File: config.mk
export PLATFORM = sky130hd
export DESIGN_NAME = eb_fifo_flex
export DESIGN_NICKNAME = d
export VERILOG_FILES = /design/src/rtl/eb_fifo_flex.sv
export SDC_FILE = /design/constraint.sdc
export NUM_CORES = 1
export LEC_CHECK = 0
export BUFFER_PORTS_ARGS = -buffer_cell sky130_fd_sc_hd__buf_2
export CAP_MARGIN = 40
export CORE_MARGIN = 2
export CORE_UTILIZATION = 55
export CTS_CLUSTER_SIZE = 20
export DETAILED_ROUTE_END_ITERATION = 12
export GPL_ROUTABILITY_DRIVEN = 0
export PLACE_DENSITY = 0.72
export SYNTH_ARGS = -nofsm -noshare
export SYNTH_HDL_FRONTEND = slang
export SYNTH_SLANG_ARGS = --single-unit
File: constraint.sdc
create_clock -name clk -period 4.55 [get_ports clk]
set_clock_uncertainty 0.15 [all_clocks]
set_input_delay 0.2275 -clock clk [delete_from_list [all_inputs] [get_ports clk]]
set_output_delay 0.2275 -clock clk [all_outputs]
set_load 0.02 [all_outputs]
File: src/rtl/eb_fifo_flex.sv
// Elastic-buffer FIFO with any-depth circular storage, registered head word, occupancy flags and flush.
// Optional zero-latency bypass of an empty FIFO when EB_FIFO_FALLTHROUGH_EN is defined.
module eb_fifo_flex #(
   parameter int DWIDTH     = 32,
   parameter int DEPTH      = 16,
   parameter int AFULL_THR  = 12,
   parameter int AEMPTY_THR = 2,
   parameter int CWIDTH     = $clog2(DEPTH + 1)
) (
   input  logic              clk,
   input  logic              rstf,
   input  logic [DWIDTH-1:0] t_data,
   input  logic              t_valid,
   output logic              t_ready,
   output logic [DWIDTH-1:0] i_data,
   output logic              i_valid,
   input  logic              i_ready,
   input  logic              flush,
   output logic [CWIDTH-1:0] count,
   output logic              almost_full,
   output logic              almost_empty
);

   localparam int                PWIDTH   = (DEPTH > 1) ? $clog2(DEPTH) : 1;
   localparam logic [PWIDTH-1:0] PTR_LAST = PWIDTH'(DEPTH - 1);
   localparam logic [CWIDTH-1:0] CNT_FULL = CWIDTH'(DEPTH);

   if (DEPTH < 2 || AFULL_THR < 1 || AFULL_THR > DEPTH ||
       AEMPTY_THR < 0 || AEMPTY_THR >= AFULL_THR) begin : g_param_check
      $fatal(1, "eb_fifo_flex: illegal DEPTH/AFULL_THR/AEMPTY_THR combination");
   end

   logic [DWIDTH-1:0] mem_q [DEPTH];
   logic [PWIDTH-1:0] wr_ptr_q, wr_ptr_d;
   logic [PWIDTH-1:0] rd_ptr_q, rd_ptr_d;
   logic [CWIDTH-1:0] count_q, count_d;
   logic [DWIDTH-1:0] out_data_q, out_data_d;
   logic              out_valid_q, out_valid_d;
   logic              write_en, read_en, pass_en;

   // Explicit compare-and-clear wrap so non-power-of-two depths work.
   function automatic logic [PWIDTH-1:0] ptr_inc(input logic [PWIDTH-1:0] p);
      return (p == PTR_LAST) ? '0 : p + PWIDTH'(1);
   endfunction

   assign t_ready = rstf && !flush && (count_q < CNT_FULL);

`ifdef EB_FIFO_FALLTHROUGH_EN
   assign pass_en = (count_q == '0) && t_valid && t_ready && i_ready;
   assign i_valid = (count_q == '0) ? (t_valid && rstf && !flush) : out_valid_q;
   assign i_data  = (count_q == '0) ? t_data : out_data_q;
`else
   assign pass_en = 1'b0;
   assign i_valid = out_valid_q;
   assign i_data  = out_data_q;
`endif

   assign write_en = t_valid && t_ready && !pass_en;
   assign read_en  = out_valid_q && i_ready && !flush;

   always_comb begin
      // NOTE: every variable gets a default first so no path leaves it unassigned (no latch).
      wr_ptr_d    = wr_ptr_q;
      rd_ptr_d    = rd_ptr_q;
      count_d     = count_q;
      out_data_d  = out_data_q;
      out_valid_d = out_valid_q;
      if (flush) begin
         wr_ptr_d    = '0;
         rd_ptr_d    = '0;
         count_d     = '0;
         out_valid_d = 1'b0;
      end else begin
         if (write_en) wr_ptr_d = ptr_inc(wr_ptr_q);
         if (read_en)  rd_ptr_d = ptr_inc(rd_ptr_q);
         case ({write_en, read_en})
            2'b10:   count_d = count_q + CWIDTH'(1);
            2'b01:   count_d = count_q - CWIDTH'(1);
            default: count_d = count_q;
         endcase
         // Head register mirrors mem_q[rd_ptr]; bypass t_data when the new head is written this edge.
         if (read_en) begin
            if (count_q > CWIDTH'(1)) begin
               out_data_d  = mem_q[rd_ptr_d];
               out_valid_d = 1'b1;
            end else if (write_en) begin
               out_data_d  = t_data;
               out_valid_d = 1'b1;
            end else begin
               out_valid_d = 1'b0;
            end
         end else if (write_en && !out_valid_q) begin
            out_data_d  = t_data;
            out_valid_d = 1'b1;
         end
      end
   end

   // NOTE: storage array has no reset; count and pointers alone define which entries are live.
   always_ff @(posedge clk) begin
      if (write_en) mem_q[wr_ptr_q] <= t_data;
   end

   always_ff @(posedge clk or negedge rstf) begin
      if (!rstf) begin
         wr_ptr_q    <= '0;
         rd_ptr_q    <= '0;
         count_q     <= '0;
         out_data_q  <= '0;
         out_valid_q <= 1'b0;
      end else begin
         // NOTE: non-blocking so every flop samples pre-edge values regardless of statement order.
         wr_ptr_q    <= wr_ptr_d;
         rd_ptr_q    <= rd_ptr_d;
         count_q     <= count_d;
         out_data_q  <= out_data_d;
         out_valid_q <= out_valid_d;
      end
   end

   assign count        = count_q;
   assign almost_full  = (count_q >= CWIDTH'(AFULL_THR));
   assign almost_empty = (count_q <= CWIDTH'(AEMPTY_THR));

endmodule
### Yosys cells after proc, flatten, opt, wreduce, memory -nomap -nowiden

Memories as Yosys holds them, arrays and structs flattened.
Cells that the tools add are included.

* equal/unequal tests: 5
* reductions and logical operators: 13
* muxes and demuxes: 19
* $lt $le $gt $ge: 4
* add/subtract/negate cells: 4
* bitwise logic cells: 1

Operators by type and width (count)
* $mux 32: 4
* $mux 4: 7
* $pmux 5 s2: 1
* $add 4x1->4 const B: 2
* $eq 4x4->1 const B: 2
* $logic_and 1x1->1: 6
* $mux 1: 6
* $reduce_bool 3->1: 2
* $add 5x1->5 const B: 1
* $ge 5x4->1 const B: 1
* $gt 5x1->1 const B: 1
* $le 5x2->1 const B: 1
* $lt 5x5->1 const B: 1
* $mux 5: 1
* $sub 5x1->5 const B: 1
* $reduce_bool 2->1: 2
* $ne 3x2->1 const B: 1
* $reduce_and 3->1: 1
* $eq 2x1->1 const B: 1
* $eq 2x2->1 const B: 1
* $logic_not 1->1: 2
* $not 1->1: 1

* output and inout bits: 41
* bits of input ports: 37
* RAM bits: 512
* memories kept: 1
* word-level logic and storage cells: 52
* register bits: 46

Memories
* mem_q: depth 16, bits a word 32, read ports 1, clocked after Yosys merged registers in 0, wr ports 1, RTL line 33 `logic [DWIDTH-1:0] mem_q [DEPTH];`

### Logic depth before layout (Yosys ltp)

Gate-level depths: netlist (run 1).

* word-level depth: 8
* gate-level depth with buffers: 11
* gate-level depth less buffers: 8

### Least setup slack after synthesis (run 1)

No wires, ideal clock.

* kind: register to register
* start: register count_q[4] (netlist: count[4])
* end: memory mem_q[7][0] (enable)
* stages on the path, launching flop included: 4
* setup time: 0.461 ns
* slack: 0.526 ns
* arrival: 3.413 ns
* cell sequence: dfrtp_1 > or3_1 > clkbuf_1 > nor3_1

* cells in the longest elaborated chain, start to end: 5

RTL lines
* from (decl): RTL line 36 `logic [CWIDTH-1:0] count_q, count_d;`
* from (signal assigned): RTL line 115 `count_q <= count_d;`
* $lt 5x5->1: RTL line 46 `assign t_ready = rstf && !flush && (count_q < CNT_FULL);`
* $logic_and 1x1->1: RTL line 46
* $logic_and 1x1->1: RTL line 58 `assign write_en = t_valid && t_ready && !pass_en;`
* $mux 1: RTL line 101 `if (write_en) mem_q[wr_ptr_q] <= t_data;`
* $mux 1 (not written as such): RTL line 101
* to (decl): RTL line 33

No other way between the ends.

### Final worst setup path (run 1)

* start: register out_valid_q (netlist: i_valid)
* end: register out_data_q[8] (netlist: i_data[8])

* cells in the longest elaborated chain, start to end: 7
* elaborated cells between the ends (all ways): 12
* those cells by class: 1 x eq/ne; 4 x mux; 6 x reduce/logical; 1 x memory

RTL lines
* from (decl): RTL line 38 `logic out_valid_q, out_valid_d;`
* from (signal assigned): RTL line 117 `out_valid_q <= out_valid_d;`
* $logic_and 1x1->1 (2 in series): RTL line 59 `assign read_en = out_valid_q && i_ready && !flush;`
* $mux 4: RTL line 75 `if (read_en) rd_ptr_d = ptr_inc(rd_ptr_q);`
* $mux 4: RTL line 68 `if (flush) begin`
* $mem_v2 16x32
* $mux 32: RTL line 83 `if (count_q > CWIDTH'(1)) begin`
* $mux 32: RTL line 82 `if (read_en) begin`
* to (signal assigned): RTL line 116 `out_data_q <= out_data_d;`
* to (decl): RTL line 37 `logic [DWIDTH-1:0] out_data_q, out_data_d;`

Parallel ways exist; a longest one is shown, timed or not. The select of a mux whose other input is x is not followed.
A chain may end at the register's enable or synchronous reset.

==> results_dict.tcl, run 1 <==
set metrics [dict create \
    grt_pass1_vias 13100 \
    synth_common_cells "edfxtp_1 (512), nand2_1 (340), mux2i_1 (96)" \
    grt-ovfl-total 0 \
    drive_gt1_frac 0.135 \
    post-route-period-util 0.735 \
    antenna_found_initial 2 \
    switchingPower_uw 2440 \
    hold_violations 0 \
    crit_type "reg -> reg" \
    path_buf_inv 1 \
    portBuffers 77 \
    ff2ff_setup_slack_ns 1.21 \
    slew_headroom 0.375 \
    end_kind "flip-flop" \
    synth-seq-area-share 0.754 \
    initial_core_util 0.555 \
    synth_area_um2 21900 \
    total_power_uw 11000 \
    path_cells "and3b_1 > nand2_1 > o311a_1 > nor2_4 > buf_4 > nand3_1 > nand4_1 > o22ai_1" \
    tns_ns 0 \
    drv_slew 0 \
    required_ns 4.85 \
    crit_slowest_cell "and3b_1" \
    crit_path_max_fanout 19 \
    syn_nets 1535 \
    clk_pin_slew_worst_paths_ns 0.06 \
    cts_max_level 2 \
    cts_buffer_depth 3 \
    tightest_slew_ns 0.938 \
    power_density_nw_per_um2 433 \
    clock_power_share 0.394 \
    yosys.area.top_type_share 0.701 \
    synth.distinct_cells 50 \
    combPwrFrac 0.072 \
    routed_wl_um 52800 \
    maxCapViolations 0 \
    vias_per_cell 6.15 \
    netlist_instances 1490 \
    clock_sinks 558 \
    synth_async_sr_flop_share 0.0824 \
    power_frac_seq 0.534 \
    coreArea_um2 39500 \
    period_minus_slack_ns 3.34 \
    grt_max_degree 96 \
    wl_per_cell_um 24.3 \
    nets 1652 \
    rsz0062_at_grt "false" \
    cp.depth 8 \
    power_switching_share 0.223 \
    hp-start "t_valid" \
    rows 73 \
    drt_pass1_iterations 5 \
    cts_tree "built" \
    pin_count 78 \
    ys.flop_type "edfxtp_1" \
    synth_top_area_cell "edfxtp_1" \
    die_h_um 204 \
    cts-root-buf "clkbuf_16" \
    numCtsBuffers 52 \
    num_vias 13400 \
    area_delta_synth_final_pct 15.4 \
    drc 0 \
    grt_use_total 0.257 \
    cp_data_arrival_time_ns 3.64 \
    crit_end "i_data[8]" \
    clock_latency_ns 0.59 \
    die-area_um2 41500 \
    drt-initial-drc-count 1404 \
    ir_drop_mv 0.387 \
    ys_ff_latch 558 \
    reg2reg_depth 8 \
    yosysMostFrequentCell "edfxtp_1" \
    grt_pass1_wl_um 79400 \
    final-setup-viol-count 0 \
    yosysWarnings 0 \
    slowest_delay_ns 0.58 \
    setup.worst_path.start "i_valid" \
    holdWs_ns 0.0656 \
    hpwl_um 30000 \
    avgSynthCellArea_um2 14.7 \
    internal_power_uw 8520 \
    ant_nets 0 \
    r2r-end "i_data[8]" \
    timing.rr.start "i_valid" \
    cp_top_family "simple AND/OR/NAND/NOR gates" \
    hold_class "in -> reg" \
    synth_edf_count 512 \
    die_w_um 204 \
    p_leak_uw 0.00904 \
    synth_area_leaders "edfxtp_1 (70%), nand2_1 (5.8%), dfrtp_1 (5.2%)" \
    fin_area_um2 25300 \
    status "finished clean" \
    fmax_mhz 299 \
    startpoint_type "flip-flop" \
    placed_area_um2 23300 \
    postCtsResizedCells 0 \
]
[sequential cells by signal (all words and copies together), names as in the netlist]
signal	cells
mem_q	512
wr_ptr_q	4
i_data	32
count	5
i_valid	1
rd_ptr_q	4
[power groups by stage]
stage | clock, uW | combinational [uW] | sequential [uW]
2_1_floorplan | 0 | 297 | 6060
3_3_place_gp | 0 | 732 | 5960
3_5_place_dp | 0 | 759 | 5960
4_1_cts | 4360 | 785 | 5850
5_1_grt | 4550 | 852 | 5860
6_report | 4320 | 784 | 5850
[worst reg2reg max path: cells and delay by family (launching register included)]
| kind | cells | cell delay, ns |
|---|---|---|
| flip-flops | 1 | 0.54 |
| AO/OA/AOI/OAI | 2 | 0.50 |
| AND/OR/NAND/NOR | 5 | 1.63 |
| buffers and inverters | 1 | 0.38 |
[area by class of cell]
cell class / count / area [um^2]
fillers: 2765 / 14200
clock buffers: 79 / 1520
well taps: 525 / 657
repair buffers: 155 / 1350
multi-input cells: 835 / 5060
flip-flops and latches: 558 / 16500
diodes: 2 / 5.00
inverters: 5 / 18.8
clock inverters: 16 / 171
[worst min path at each step]
stage          slack (ns)  cells past startpoint     endpoint
2_1_floorplan       -0.22                      0     count[0]
3_3_place_gp         0.34                      2     count[0]
6_report             0.07                      6  wr_ptr_q[1]
5_1_grt              0.11                      6  wr_ptr_q[1]
3_5_place_dp         0.37                      2     count[1]
4_1_cts              0.04                      6  wr_ptr_q[1]
[layout by cell type, fill, tap and decap left out, drive strengths merged, types with 4 or more instances in the layout]
master,Yosys,routed
o22ai,32,32
dlygate4sd3,0,35
clkinv,0,12
nand3,36,36
a31oi,36,36
a32oi,64,64
ha,8,8
bufinv,0,4
nand2,341,341
edfxtp,512,512
nor3,6,6
o21ai,8,8
inv,5,5
mux2i,97,97
a32o,32,32
and2,10,10
clkbuf,29,79
a21oi,42,42
and3,8,8
nand4,34,34
nor2,50,50
dfrtp,46,46
buf,63,120
[metrics by stage]
| step | std cells | utilization | worst slack, ns |
|---|---|---|---|
| after floorplan | 1490 | - | 0.526 |
| after global placement | 2029 | 0.580 | 1.45 |
| after detailed placement | 2043 | 0.588 | 1.30 |
| after CTS | 2173 | 0.640 | 1.25 |
| after global routing | 2174 | 0.640 | 1.09 |
| final | 2175 | 0.640 | 1.21 |
[cell families after synthesis]
family | count (synthesis) | synth area share
flops | 558 | 0.754
simple gates | 497 | 0.0962
compound gates | 229 | 0.0774
buf+inv | 97 | 0.0218
mux | 97 | 0.0448
fa+ha+maj | 8 | 0.00456
xor+xnor | 4 | 0.00160
[routing by layer]
metal	track usage	vias up	part of all wire
met2	0.422	609	0.49
met1	0.357	6723	0.40
met5	0	-	0
met3	0.0420	105	0.077
li1	-	5945	-
met4	0.0759	0	0.026
[repair_timing]
action                                  in CTS  in global routing
hold buffers                                35                  0
setup buffers                                0                  0
hold endpoints to repair                   599                  0
endpoints found under the setup margin       0                  0
No activity file was read; power rests on OpenSTA's default activity.
==> run 2: changes to the inputs <==
clock period = 3.4 ns   (was 4.55 ns; I/O delays follow)
==> results_dict.tcl, run 2 (same netlist as run 1, synthesis figures left out) <==
set metrics [dict create \
    die_w_um 204 \
    grt-ovfl-total 0 \
    switchingPower_uw 3310 \
    clk_pin_slew_worst_paths_ns 0.06 \
    holdWs_ns 0.0316 \
    die-area_um2 41500 \
    ir_drop_mv 0.623 \
    cp_data_arrival_time_ns 3.31 \
    hold_class "in -> reg" \
    cts-root-buf "clkbuf_16" \
    tns_ns 0 \
    num_vias 13700 \
    postCtsResizedCells 0 \
    total_power_uw 14600 \
    clock_sinks 558 \
    maxCapViolations 0 \
    hpwl_um 29300 \
    drive_gt1_frac 0.139 \
    post-route-period-util 0.859 \
    regMostFlops "mem_q" \
    period_minus_slack_ns 2.92 \
    end_kind "flip-flop" \
    routed_wl_um 55400 \
    cts_setup_buffers 0 \
    fmax_mhz 342 \
    combPwrFrac 0.072 \
    drt_pass1_iterations 5 \
    startpoint_type "flip-flop" \
    clock_power_share 0.392 \
    die_h_um 204 \
    grt_pass1_vias 13300 \
    hold_violations 0 \
    drc 0 \
    crit_type "reg -> reg" \
    cts_max_level 2 \
    grt_max_degree 65 \
    vias_per_cell 6.27 \
    cts_buffer_depth 3 \
    clock_latency_ns 0.60 \
    layout_commonest_cell "edfxtp_1" \
    coreArea_um2 39500 \
    internal_power_uw 11300 \
    antenna_found_initial 1 \
    slew_headroom 0.598 \
    area_delta_synth_final_pct 16.0 \
    hold_depth 5 \
    final_cell_mix "edfxtp_1 (512), nand2_1 (339), mux2i_1 (96)" \
    crit_path_max_fanout 20 \
    drt-initial-drc-count 1738 \
    power_frac_seq 0.536 \
    nets 1666 \
    power_switching_share 0.226 \
    tightest_slew_ns 0.603 \
    largest_reg_flops 512 \
    required_ns 3.78 \
    p_leak_uw 0.00911 \
    drv_slew 0 \
    portBuffers 77 \
    fin_util 0.643 \
    cts_tree "built" \
    status "finished clean" \
    ant_nets 0 \
    final-setup-viol-count 0 \
    grt_pass1_wl_um 82900 \
    power_density_nw_per_um2 575 \
    grt_use_total 0.271 \
    rsz0062_at_grt "false" \
    reg2reg_depth 6 \
    wl_per_cell_um 25.3 \
    initial_core_util 0.555 \
    pin_count 78 \
    rows 73 \
    numCtsBuffers 53 \
]
==> run 2: cell count changes in the layout (fill, tap and decap cells not counted), sizes merged <==
cell	previous run	this run
inv	5	8
clkinv	12	16
diode	2	1
buf	120	131
dlygate4sd3	35	37
clkbuf	79	77
==> run 2: what timing repair did <==
action / 4_1_cts / 5_1_grt
hold buffers: 37 / 0
hold endpoints to repair: 600 / 0
setup endpoints to repair: 0 / 0
==> run 2: power by group through the flow <==
stage          registers, uW  logic, uW  clock network, uW
2_1_floorplan           8110        398                  0
3_3_place_gp            7980        992                  0
3_5_place_dp            7980       1020                  0
4_1_cts                 7840       1060               5790
5_1_grt                 7850       1140               6070
6_report                7840       1060               5730
==> run 2: critical path, stage by stage, from the launching register on <==
cell           delay [ns]
dfrtp_1              0.45
or3_1                0.54
buf_4                0.23
a221o_2              0.56
buf_12               0.26
o21ai_0              0.09
dlygate4sd3_1        0.56
==> run 2: final timing paths <==
kind                         endpoint      from  slack (ns)
min reg2reg                  count[3]  count[3]        0.40
max                           i_valid  count[4]        0.48
max reg2reg                   i_valid  count[4]        0.48
max in group asynchronous  i_data[15]      rstf        2.05
min                          count[4]   t_valid        0.03
min in group asynchronous    count[2]      rstf        0.51
==> run 2: final cells by class <==
cell class / count / area, um^2
repair buffers: 168 / 1490
multi-input cells: 835 / 5060
fillers: 2786 / 14100
inverters: 5 / 18.8
clock buffers: 77 / 1460
diodes: 1 / 2.50
flip-flops and latches: 558 / 16500
clock inverters: 23 / 225
well taps: 525 / 657
==> run 2: layer usage <==
| metal | wire length [um] | up-vias | share of wire | GRT usage |
|---|---|---|---|---|
| met3 | 5460 | 126 | 0.099 | 0.0478 |
| met4 | 1380 | 0 | 0.025 | 0.0743 |
| met2 | 26600 | 739 | 0.48 | 0.435 |
| met5 | 0 | - | 0 | 0 |
| li1 | - | 5976 | - | - |
| met1 | 21900 | 6900 | 0.40 | 0.388 |
==> run 2: stage by stage <==
step,setup WS [ns],instances,area [um^2]
finish,0.478,2192,25400
global placement,0.755,2052,23300
global route,0.315,2192,25400
CTS,0.499,2191,25400
detailed placement,0.601,2054,23400
floorplan,0.228,1490,21900
